File: src/rtl/ps2_pkg.sv
// ----------------------------------------------------------------------------
// ps2_pkg
// Shared definitions for the PS/2 scancode receiver:
//   - ps2_state_t      : frame FSM states (IDLE, DATA, PARITY, STOP)
//   - PS2_PREFIX_EXT   : extended-key prefix byte (E0)
//   - PS2_PREFIX_BREAK : key-release prefix byte (F0)
//   - PS2_FRAME_BITS   : bits per device-to-host frame (start+8+parity+stop)
//   - odd_parity_ok()  : odd-parity check over data byte plus parity bit
// ----------------------------------------------------------------------------
package ps2_pkg;

    typedef enum logic [1:0] {
        ST_IDLE   = 2'd0,
        ST_DATA   = 2'd1,
        ST_PARITY = 2'd2,
        ST_STOP   = 2'd3
    } ps2_state_t;

    localparam logic [7:0] PS2_PREFIX_EXT   = 8'hE0;
    localparam logic [7:0] PS2_PREFIX_BREAK = 8'hF0;
    localparam int         PS2_FRAME_BITS   = 11;

    // True when data plus parity contain an odd number of ones.
    function automatic logic odd_parity_ok(input logic [7:0] data, input logic parity);
        return ^{data, parity};
    endfunction

endpackage

File: src/rtl/ps2_line_filter.sv
// ----------------------------------------------------------------------------
// ps2_line_filter
// Synchronizes the raw PS/2 clock into the pclk domain and deglitches it: the
// filtered level only follows the synchronized input once the two have
// differed for FILTER_LEN consecutive cycles. Emits a registered one-cycle
// pulse when the filtered level falls 1 -> 0.
// Ports:
//   i_clk   : system clock
//   i_rst_n : asynchronous active-low reset
//   i_line  : raw asynchronous line
//   o_fall  : one-cycle pulse on a filtered falling edge
// Synchronizer and filtered level reset to 1 so an idle bus gives no edge.
// ----------------------------------------------------------------------------
import ps2_pkg::*;

module ps2_line_filter #(
    parameter int SYNC_STAGES = 2,
    parameter int FILTER_LEN  = 8
) (
    input  logic i_clk,
    input  logic i_rst_n,
    input  logic i_line,
    output logic o_fall
);

    localparam int CNT_W = $clog2(FILTER_LEN + 1);
    localparam logic [CNT_W-1:0] CNT_LAST = CNT_W'(FILTER_LEN - 1);

    logic [SYNC_STAGES-1:0] r_sync;
    logic                   r_filt;
    logic [CNT_W-1:0]       r_cnt;
    logic                   r_fall;
    logic                   w_sync;

    assign w_sync = r_sync[SYNC_STAGES-1];
    assign o_fall = r_fall;

    // Synchronizer chain plus stability counter and filtered level.
    always_ff @(posedge i_clk or negedge i_rst_n) begin
        if (!i_rst_n) begin
            r_sync <= '1;
            r_filt <= 1'b1;
            r_cnt  <= '0;
            r_fall <= 1'b0;
        end else begin
            r_sync <= {r_sync[SYNC_STAGES-2:0], i_line};
            r_fall <= 1'b0;
            if (w_sync != r_filt) begin
                // Last of FILTER_LEN differing cycles: accept the new level.
                if (r_cnt == CNT_LAST) begin
                    r_filt <= w_sync;
                    r_cnt  <= '0;
                    r_fall <= ~w_sync;
                end else begin
                    r_cnt <= r_cnt + CNT_W'(1);
                end
            end else begin
                r_cnt <= '0;
            end
        end
    end

endmodule

File: src/rtl/ps2_scancode_rx.sv
// ----------------------------------------------------------------------------
// ps2_scancode_rx
// PS/2 device-to-host frame receiver. Deserializes 11-bit frames sampled on
// filtered ps2_clk falling edges, folds E0/F0 prefixes into flags and emits a
// single strobe per key event.
// Ports:
//   pclk           : system clock (65 MHz)
//   rst            : asynchronous active-low reset
//   ps2_clk        : raw PS/2 clock
//   ps2_data       : raw PS/2 data
//   scancode       : last completed non-prefix byte (held between strobes)
//   scancode_valid : one-cycle strobe qualifying scancode/is_break/is_extended
//   is_break       : F0 preceded this byte
//   is_extended    : E0 preceded this byte
//   frame_err      : one-cycle strobe on stop-bit, parity or timeout error
// Configuration macro: PS2_PARITY_CHECK_EN -- when defined, a parity mismatch
// rejects the frame; otherwise the parity bit is sampled but ignored.
// ----------------------------------------------------------------------------
import ps2_pkg::*;

module ps2_scancode_rx #(
    parameter int SYNC_STAGES    = 2,
    parameter int FILTER_LEN     = 8,
    parameter int TIMEOUT_CYCLES = 65000
) (
    input  logic       pclk,
    input  logic       rst,
    input  logic       ps2_clk,
    input  logic       ps2_data,
    output logic [7:0] scancode,
    output logic       scancode_valid,
    output logic       is_break,
    output logic       is_extended,
    output logic       frame_err
);

    localparam int TMO_W = $clog2(TIMEOUT_CYCLES + 1);
    localparam logic [TMO_W-1:0] TMO_LAST = TMO_W'(TIMEOUT_CYCLES - 1);
    // Index of the last data bit: frame minus start, parity and stop, minus one.
    localparam logic [2:0] DATA_LAST = 3'(PS2_FRAME_BITS - 4);

    logic                   w_fall;
    logic                   w_data;
    logic [SYNC_STAGES-1:0] r_dsync;

    ps2_state_t r_state, w_state_nxt;
    logic [2:0]       r_bit_cnt,  w_bit_cnt_nxt;
    logic [7:0]       r_shift,    w_shift_nxt;
    logic             r_parity,   w_parity_nxt;
    logic [TMO_W-1:0] r_tmo_cnt,  w_tmo_cnt_nxt;
    logic             r_ext,      w_ext_nxt;
    logic             r_brk,      w_brk_nxt;
    logic [7:0]       r_scancode, w_scancode_nxt;
    logic             r_valid,    w_valid_nxt;
    logic             r_is_brk,   w_is_brk_nxt;
    logic             r_is_ext,   w_is_ext_nxt;
    logic             r_err,      w_err_nxt;
    logic             w_good;

    ps2_line_filter #(
        .SYNC_STAGES (SYNC_STAGES),
        .FILTER_LEN  (FILTER_LEN)
    ) u_clk_filter (
        .i_clk   (pclk),
        .i_rst_n (rst),
        .i_line  (ps2_clk),
        .o_fall  (w_fall)
    );

    // Data line only needs synchronizing; it is sampled on filtered clock edges.
    always_ff @(posedge pclk or negedge rst) begin
        if (!rst) begin
            r_dsync <= '1;
        end else begin
            r_dsync <= {r_dsync[SYNC_STAGES-2:0], ps2_data};
        end
    end

    assign w_data = r_dsync[SYNC_STAGES-1];

    // Frame acceptance: w_data here is the stop bit being sampled in ST_STOP.
    always_comb begin
`ifdef PS2_PARITY_CHECK_EN
        w_good = w_data & odd_parity_ok(r_shift, r_parity);
`else
        // Parity is captured but deliberately masked out of the verdict.
        w_good = w_data & (odd_parity_ok(r_shift, r_parity) | 1'b1);
`endif
    end

    // Next-state, deserializer, prefix flags, timeout and output strobes.
    always_comb begin
        w_state_nxt    = r_state;
        w_bit_cnt_nxt  = r_bit_cnt;
        w_shift_nxt    = r_shift;
        w_parity_nxt   = r_parity;
        w_tmo_cnt_nxt  = r_tmo_cnt;
        w_ext_nxt      = r_ext;
        w_brk_nxt      = r_brk;
        w_scancode_nxt = r_scancode;
        w_is_brk_nxt   = r_is_brk;
        w_is_ext_nxt   = r_is_ext;
        w_valid_nxt    = 1'b0;
        w_err_nxt      = 1'b0;

        if (w_fall) begin
            // An edge always restarts the timeout, even on its terminal count.
            w_tmo_cnt_nxt = '0;
            case (r_state)
                ST_IDLE: begin
                    if (!w_data) begin
                        w_state_nxt   = ST_DATA;
                        w_bit_cnt_nxt = 3'd0;
                    end else begin
                        w_state_nxt = ST_IDLE;
                    end
                end
                ST_DATA: begin
                    w_shift_nxt   = {w_data, r_shift[7:1]};
                    w_bit_cnt_nxt = r_bit_cnt + 3'd1;
                    if (r_bit_cnt == DATA_LAST) begin
                        w_state_nxt = ST_PARITY;
                    end else begin
                        w_state_nxt = ST_DATA;
                    end
                end
                ST_PARITY: begin
                    w_parity_nxt = w_data;
                    w_state_nxt  = ST_STOP;
                end
                ST_STOP: begin
                    w_state_nxt = ST_IDLE;
                    if (!w_good) begin
                        w_err_nxt = 1'b1;
                        w_ext_nxt = 1'b0;
                        w_brk_nxt = 1'b0;
                    end else if (r_shift == PS2_PREFIX_EXT) begin
                        w_ext_nxt = 1'b1;
                    end else if (r_shift == PS2_PREFIX_BREAK) begin
                        w_brk_nxt = 1'b1;
                    end else begin
                        w_scancode_nxt = r_shift;
                        w_is_brk_nxt   = r_brk;
                        w_is_ext_nxt   = r_ext;
                        w_valid_nxt    = 1'b1;
                        w_ext_nxt      = 1'b0;
                        w_brk_nxt      = 1'b0;
                    end
                end
                default: begin
                    w_state_nxt = ST_IDLE;
                end
            endcase
        end else if (r_state != ST_IDLE) begin
            if (r_tmo_cnt == TMO_LAST) begin
                w_state_nxt   = ST_IDLE;
                w_tmo_cnt_nxt = '0;
                w_err_nxt     = 1'b1;
                w_ext_nxt     = 1'b0;
                w_brk_nxt     = 1'b0;
            end else begin
                w_tmo_cnt_nxt = r_tmo_cnt + TMO_W'(1);
            end
        end else begin
            w_tmo_cnt_nxt = '0;
        end
    end

    // State and output registers.
    always_ff @(posedge pclk or negedge rst) begin
        if (!rst) begin
            r_state    <= ST_IDLE;
            r_bit_cnt  <= 3'd0;
            r_shift    <= 8'h00;
            r_parity   <= 1'b0;
            r_tmo_cnt  <= '0;
            r_ext      <= 1'b0;
            r_brk      <= 1'b0;
            r_scancode <= 8'h00;
            r_valid    <= 1'b0;
            r_is_brk   <= 1'b0;
            r_is_ext   <= 1'b0;
            r_err      <= 1'b0;
        end else begin
            r_state    <= w_state_nxt;
            r_bit_cnt  <= w_bit_cnt_nxt;
            r_shift    <= w_shift_nxt;
            r_parity   <= w_parity_nxt;
            r_tmo_cnt  <= w_tmo_cnt_nxt;
            r_ext      <= w_ext_nxt;
            r_brk      <= w_brk_nxt;
            r_scancode <= w_scancode_nxt;
            r_valid    <= w_valid_nxt;
            r_is_brk   <= w_is_brk_nxt;
            r_is_ext   <= w_is_ext_nxt;
            r_err      <= w_err_nxt;
        end
    end

    assign scancode       = r_scancode;
    assign scancode_valid = r_valid;
    assign is_break       = r_is_brk;
    assign is_extended    = r_is_ext;
    assign frame_err      = r_err;

endmodule

File: config.mk
export PLATFORM = sky130hd
export DESIGN_NAME = ps2_scancode_rx
export DESIGN_NICKNAME = d
export VERILOG_FILES = /design/src/rtl/ps2_pkg.sv /design/src/rtl/ps2_line_filter.sv /design/src/rtl/ps2_scancode_rx.sv
export SDC_FILE = /design/constraint.sdc
export NUM_CORES = 1
export LEC_CHECK = 0
export ABC_AREA = 0
export CAP_MARGIN = 20
export CORE_ASPECT_RATIO = 0.8
export CORE_MARGIN = 2
export CORE_UTILIZATION = 52
export CTS_BUF_LIST = sky130_fd_sc_hd__clkbuf_4
export CTS_CLUSTER_DIAMETER = 80
export DETAILED_ROUTE_END_ITERATION = 7
export DONT_BUFFER_PORTS = 1
export PLACE_DENSITY = 0.67
export SLEW_MARGIN = 0
export SYNTH_ARGS = -nofsm -noshare
export SYNTH_HDL_FRONTEND = slang
export SYNTH_SLANG_ARGS = --single-unit
File: constraint.sdc
create_clock -name pclk -period 2.55 [get_ports pclk]
set_clock_uncertainty 0.05 [all_clocks]
set_input_delay 0.3825 -clock pclk [delete_from_list [all_inputs] [get_ports pclk]]
set_output_delay 0.3825 -clock pclk [all_outputs]
set_load 0.05 [all_outputs]
---- Word level (Yosys, flattened, before mapping) ----
Cells that the tools add are included.
cells by class
  add/sub/neg operators ................... 3
  equal/unequal tests ..................... 13
  multiplexer cells ....................... 37
  bitwise operators ....................... 3
  reductions and logical operators ........ 12
operators by type and width
  cell                                                 number
  2-to-1 mux 16 bit                                    3
  2-to-1 mux 1 bit                                     25
  adder 16 x 1 -> 16 bit, second input constant        1
  equality test 16 bit, second input constant          1
  equality test 8 bit, second input constant           2
  2-to-1 mux 2 bit                                     4
  2-to-1 mux 4 bit                                     2
  one-hot mux 2 bit (4 select lines)                   1
  AND reduction 4 bit                                  2
  nonzero test 2 bit                                   4
  one-hot mux 3 bit (2 select lines)                   1
  AND reduction 2 bit                                  3
  AND reduction 5 bit                                  1
  adder 4 x 1 -> 4 bit, second input constant          1
  equality test 2 bit, second input constant           2
  equality test 4 x 3 -> 1 bit, second input constant  1
  inequality test 2 bit, second input constant         2
  inequality test 4 bit, second input constant         1
  adder 3 x 1 -> 3 bit, second input constant          1
  equality test 3 bit, second input constant           1
  2-to-1 mux 3 bit                                     1
  inequality test 3 bit, second input constant         1
  NOT 1 bit                                            3
  AND reduction 3 bit                                  1
  other kinds (3)                                      3
storage, ports and cells
  bits in registers ....................... 53
  input port bits ......................... 4
  output and inout bits ................... 12
  logic and storage cells ................. 84

---- Depth between registers and ports, before layout ----
  depth after elaboration ................. 6
  depth in mapped cells ................... 6
  depth with buffers taken out ............ 5

---- By module ----
Synthesis repeated with hierarchy kept, for this count alone.
unflattened totals
  cell total of the unflattened synthesis .. 200
  area, all modules ....................... 2296.0 sq um
modules (own cells, without submodules)
  module           instances  cells an instance  area each (sq um)  sequential area each (sq um)
  ps2_scancode_rx  1          179                1974.4             1128.6
  ps2_line_filter  1          21                 321.6              203.9

---- Least setup slack after synthesis ----
No wires, ideal clock.
  path kind ............................... flip-flop to flip-flop
  start point ............................. reg r_shift[1]
  end point ............................... reg r_ext
  library setup time ...................... 0.071 ns
  arrival ................................. 1.656 ns
  slack ................................... 0.773 ns
  cell stages (with the launch flop) ...... 5
  path through ............................ dfrtp_1 or4b_1 or4_1 a22o_1 nor2_1
between the ends
  longest elaborated chain between the ends .. 5
  elaborated cells between the ends (all ways) .. 8
  classes of those cells .................. eq/ne: 3; mux: 4; reduce/logical: 1
RTL lines
  what                      line                    source
  start: declaration        ps2_scancode_rx.sv:48   logic [7:0] r_shift, w_shift_nxt;
  start signal: assignment  ps2_scancode_rx.sv:187  r_shift <= w_shift_nxt;
  equality test 8 bit       ps2_scancode_rx.sv:137  end else if (r_shift == PS2_PREFIX_EXT) begin
  2-to-1 mux 1 bit          ps2_scancode_rx.sv:137
  2-to-1 mux 1 bit          ps2_scancode_rx.sv:133  if (!w_good) begin
  2-to-1 mux 1 bit          ps2_scancode_rx.sv:109  case (r_state)
  2-to-1 mux 1 bit          ps2_scancode_rx.sv:106  if (w_fall) begin
  end signal: assignment    ps2_scancode_rx.sv:190  r_ext <= w_ext_nxt;
  end: declaration          ps2_scancode_rx.sv:51   logic r_ext, w_ext_nxt;
Several ways; a longest one is shown, not always the timed one. The select of a mux whose other input is x is not followed.
A chain may end at the register's enable or synchronous reset.

---- Worst setup path after layout ----
  start point ............................. reg r_tmo_cnt[0]
  end point ............................... reg r_tmo_cnt[11]
between the ends
  longest elaborated chain between the ends .. 4
  elaborated cells between the ends (all ways) .. 5
  classes of those cells .................. add/sub: 1; eq/ne: 1; mux: 3
RTL lines
  what                                                                   line                                            source
  start: declaration                                                     ps2_scancode_rx.sv:50                           logic [TMO_W-1:0] r_tmo_cnt, w_tmo_cnt_nxt;
  start signal: assignment                                               ps2_scancode_rx.sv:189                          r_tmo_cnt <= w_tmo_cnt_nxt;
  adder 16 x 1 -> 16 bit / equality test 16 bit (equally long branches)  ps2_scancode_rx.sv:162, ps2_scancode_rx.sv:155
  2-to-1 mux 16 bit *                                                    ps2_scancode_rx.sv:155                          if (r_tmo_cnt == TMO_LAST) begin
  2-to-1 mux 16 bit *                                                    ps2_scancode_rx.sv:154                          end else if (r_state != ST_IDLE) begin
  2-to-1 mux 16 bit *                                                    ps2_scancode_rx.sv:106
  named net w_tmo_cnt_nxt[11]                                            ps2_scancode_rx.sv:50
Mark *: on every way through the listed nets, which the timed path passes. The rest lies on a longest branch.

==> summary.md <==
| Metric | Value |
|---|---|
| Syn_area_per_cell | 11.2 um2 |
| Status | finished, final reports clean |
| Placer Congestion | 0.792 |
| Synth Net Count | 207 |
| Cells after Synth | 199 |
| Worst EP required | 2.75 ns |
| Worst Setup Path Type | register to register |
| Vias in the first global route | 1404 |
| Min-delay src | r_dsync[0] |
| Crit path max fanout | 15 |
| Synth top cells by count | dfrtp_1, nand2_1, nor2_1 |
| Post-synth cell types | 33 |
| Max-slew headroom at the worst pin | 0.635 |
| CP startpoint | r_tmo_cnt[0] |
| Worst Setup End Kind | register |
| Mapped Area | 2220 um2 |
| PostCTS Resize Cnt | 0 |
| WP buf/inv | 0 |
| IO Port Bufs | 0 |
| Post-synth EDFFs | 0 |
| Routed Antenna Nets | 0 |
| Total number of vias | 1437 |
| Period utilization | 0.758 |
| Routed wire length | 3.77 mm |
| Placed cells | 252 |
| Drt pass-1 iters | 4 |
| DR iter-0 viols | 72 |
| Area Overhead vs Synth | 8.94% |
| CORE AREA | 4150 um2 |
| Arr. time, crit path | 2.13 ns |
| Top cells by area, synth | dfrtp_1, dfstp_2, mux2_2, nand2_1, nor2_1 |
| Post-synth top area share | 0.540 |
| Reg2Reg Depth | 5 |
| Leak Pwr | 0.00110 uW |
| Hold Path Stages | 0 |
| Largest net degree at the start of global routing | 54 |
| Initial core utilization | 0.536 |
| Vias per cell | 5.44 |
| Synth Flop Type | dfrtp_1 |
| Min-Delay Path Class | register to register |
| Post-route minimum period | 1.93 ns |
| DRC viols | 0 |
| Synth area leader | dfrtp_1 |
| CTS clk-pin slew, worst paths | 0.15 ns |
| Fraction of registers with async set or reset after synthesis | 1.00 |
| Total Neg Setup Slack | 0 ns |
| Largest delay share family, worst path | simple AND/OR/NAND/NOR gates |
| FF-to-FF Start | r_tmo_cnt[0] |
| Postcts setup bufs | 0 |
| Total grt overflow | 0 |
| Antenna violations before repair | 0 |
| H-tree levels | 2 |
| Sequential fraction of the synthesis area | 0.599 |
| Max-slew violation count | 0 |
| CP Cell Sequence | ha_1 > nor4bb_1 > and4_2 > nand2b_1 > nor2_1 |
| Die area | 4820 um2 |
| Layout cells sized above 1 | 0.130 |
| Placement Rows | 21 |
| Synth Warn # | 0 |
| VDD IR max | 392 uV |
| Most frequent cell after synthesis | dfrtp_1 |
| Clock sinks | 53 |
| Hpwl dp | 2.61 mm |
| Worst Tran Pin Value | 0.547 ns |
| ANT cells | 0 |
| Max clock buf depth | 2 |
| Worst path max stage delay | 0.47 ns |
| Die outline width | 77.1 um |
| TritonCTS Buffers | 5 |
| Slowest CP cell | nand2b_1 |
| Routed length per instance | 14.3 um |
| GRT Overall Usage | 0.180 |
| # fillers | 366 |
| Final Hold Vio Count | 0 |
| Pwr dens | 604 nW/um2 |
| Crit path launch type | register |
| First-pass GRT wire length | 6.78 mm |
| Max cap viols | 0 |
| Instance count on the critical path | 5 |
| Die extent in y | 62.5 um |
| Boundary pin count | 16 |
| Setup repair after global routing missed its margin | no |
| Worst-Skew Late Latency | 0.38 ns |
| Yosys reg bits | 53 |
| CTS tree | yes |
| Root buffer cell | clkbuf_4 |
| Layout Cells excl Fill | 264 |
| NumNets Final | 214 |
| Final setup violation count | 0 |
| FMAX | 517 MHz |
-- metal layers --
metal | global-route usage | vias to the layer above | share of wire
met5 | 0 | - | 0
met4 | 0.0469 | 0 | 0.0050
met3 | 0.0607 | 2 | 0.053
met2 | 0.254 | 35 | 0.44
met1 | 0.266 | 705 | 0.50
li1 | - | 695 | -
-- worst paths after layout --
kind	slack, ns	to
max in group asynchronous	1.73	u_clk_filter.r_sync[1]
worst min register to register	0.32	r_dsync[1]
min in group asynchronous	0.44	r_state[0]
worst max-delay path	0.62	r_tmo_cnt[11]
worst min-delay path	0.32	r_dsync[1]
worst max register to register	0.62	r_tmo_cnt[11]
-- timing repair --
action | in CTS | in global routing
hold buffers | 4 | 0
setup endpoints to repair | 0 | 0
endpoints found under the hold margin | 55 | 0
-- where the power goes --
group | switching [uW] | total [uW] | internal [uW]
sequential | 22.9 | 900 | 877
combinational | 43.6 | 83.8 | 40.2
clock | 259 | 479 | 220
total | 326 | 1460 | 1140
-- sequential cells by signal, indices dropped and copies added (netlist names) --
name,flops
is_extended,1
u_clk_filter.o_fall,1
u_clk_filter.r_cnt,4
r_ext,1
u_clk_filter.r_sync,2
scancode,8
frame_err,1
r_bit_cnt,3
r_shift,8
r_brk,1
r_dsync,2
scancode_valid,1
r_state,2
u_clk_filter.r_filt,1
r_tmo_cnt,16
is_break,1
-- kinds of logic (layout without fill, tap and decap cells) --
group / count (synthesis) / count (layout) / share of synthesized area
compound gates: 15 / 15 / 0.0439
xor+xnor: 15 / 15 / 0.0591
fa+ha+maj: 4 / 4 / 0.0225
buf+inv: 8 / 16 / 0.0146
flops: 53 / 53 / 0.599
mux: 11 / 11 / 0.0557
simple gates: 93 / 93 / 0.205
-- area by class of cell --
type	instances	area, um2	share of cell area
clock buffers	6	45.0	0.0186
clock inverters	2	38.8	0.0160
inverters	3	11.3	0.00465
multi-input cells	138	860	0.355
flip-flops and latches	53	1330	0.550
well taps	57	71.3	0.0294
repair buffers	5	65.1	0.0268
-- stage by stage --
stage	area (um2)	worst slack (ns)	util	total power [uW]	hold WS (ns)
after global routing	2420	0.421	0.584	1520	0.328
after floorplan	2220	0.773	-	960	0.0369
after CTS	2420	0.607	0.584	1480	0.321
after detailed placement	2280	0.633	0.550	976	0.0379
final	2420	0.616	0.584	1460	0.319
after global placement	2280	0.729	0.550	967	0.0394
-- layout by cell type, fill, tap and decap left out --
| cell | Yosys | final |
|---|---|---|
| dfrtp_1 | 48 | 48 |
| nand2_1 | 31 | 31 |
| nor2_1 | 24 | 24 |
| mux2_2 | 11 | 11 |
| xnor2_1 | 8 | 8 |
| xor2_1 | 7 | 7 |
| nand3_1 | 6 | 6 |
| nor3_1 | 6 | 6 |
| clkbuf_4 | 0 | 6 |
| nand4_1 | 5 | 5 |
| o21ai_0 | 5 | 5 |
| dfstp_2 | 5 | 5 |
| a22o_1 | 4 | 4 |
| ha_1 | 4 | 4 |
| and4_1 | 3 | 3 |
| inv_1 | 3 | 3 |
| a21oi_1 | 3 | 3 |
| dlygate4sd3_1 | 0 | 3 |
| nor2b_1 | 2 | 2 |
| nor3b_1 | 2 | 2 |
| nand2b_1 | 2 | 2 |
| nor4_1 | 2 | 2 |
| and3_1 | 2 | 2 |
| or4_1 | 2 | 2 |
| nand3b_1 | 1 | 1 |
| nor4bb_1 | 1 | 1 |
| and3b_1 | 1 | 1 |
| and4_2 | 1 | 1 |
| o31ai_1 | 1 | 1 |
| or4b_1 | 1 | 1 |
| o22ai_1 | 1 | 1 |
| o2bb2ai_1 | 1 | 1 |
| and2_1 | 1 | 1 |
| bufinv_16 | 0 | 1 |
| clkinv_4 | 0 | 1 |
| buf_16 | 0 | 1 |
| buf_4 | 0 | 1 |
Note: power is estimated with default switching activity, not from simulation.
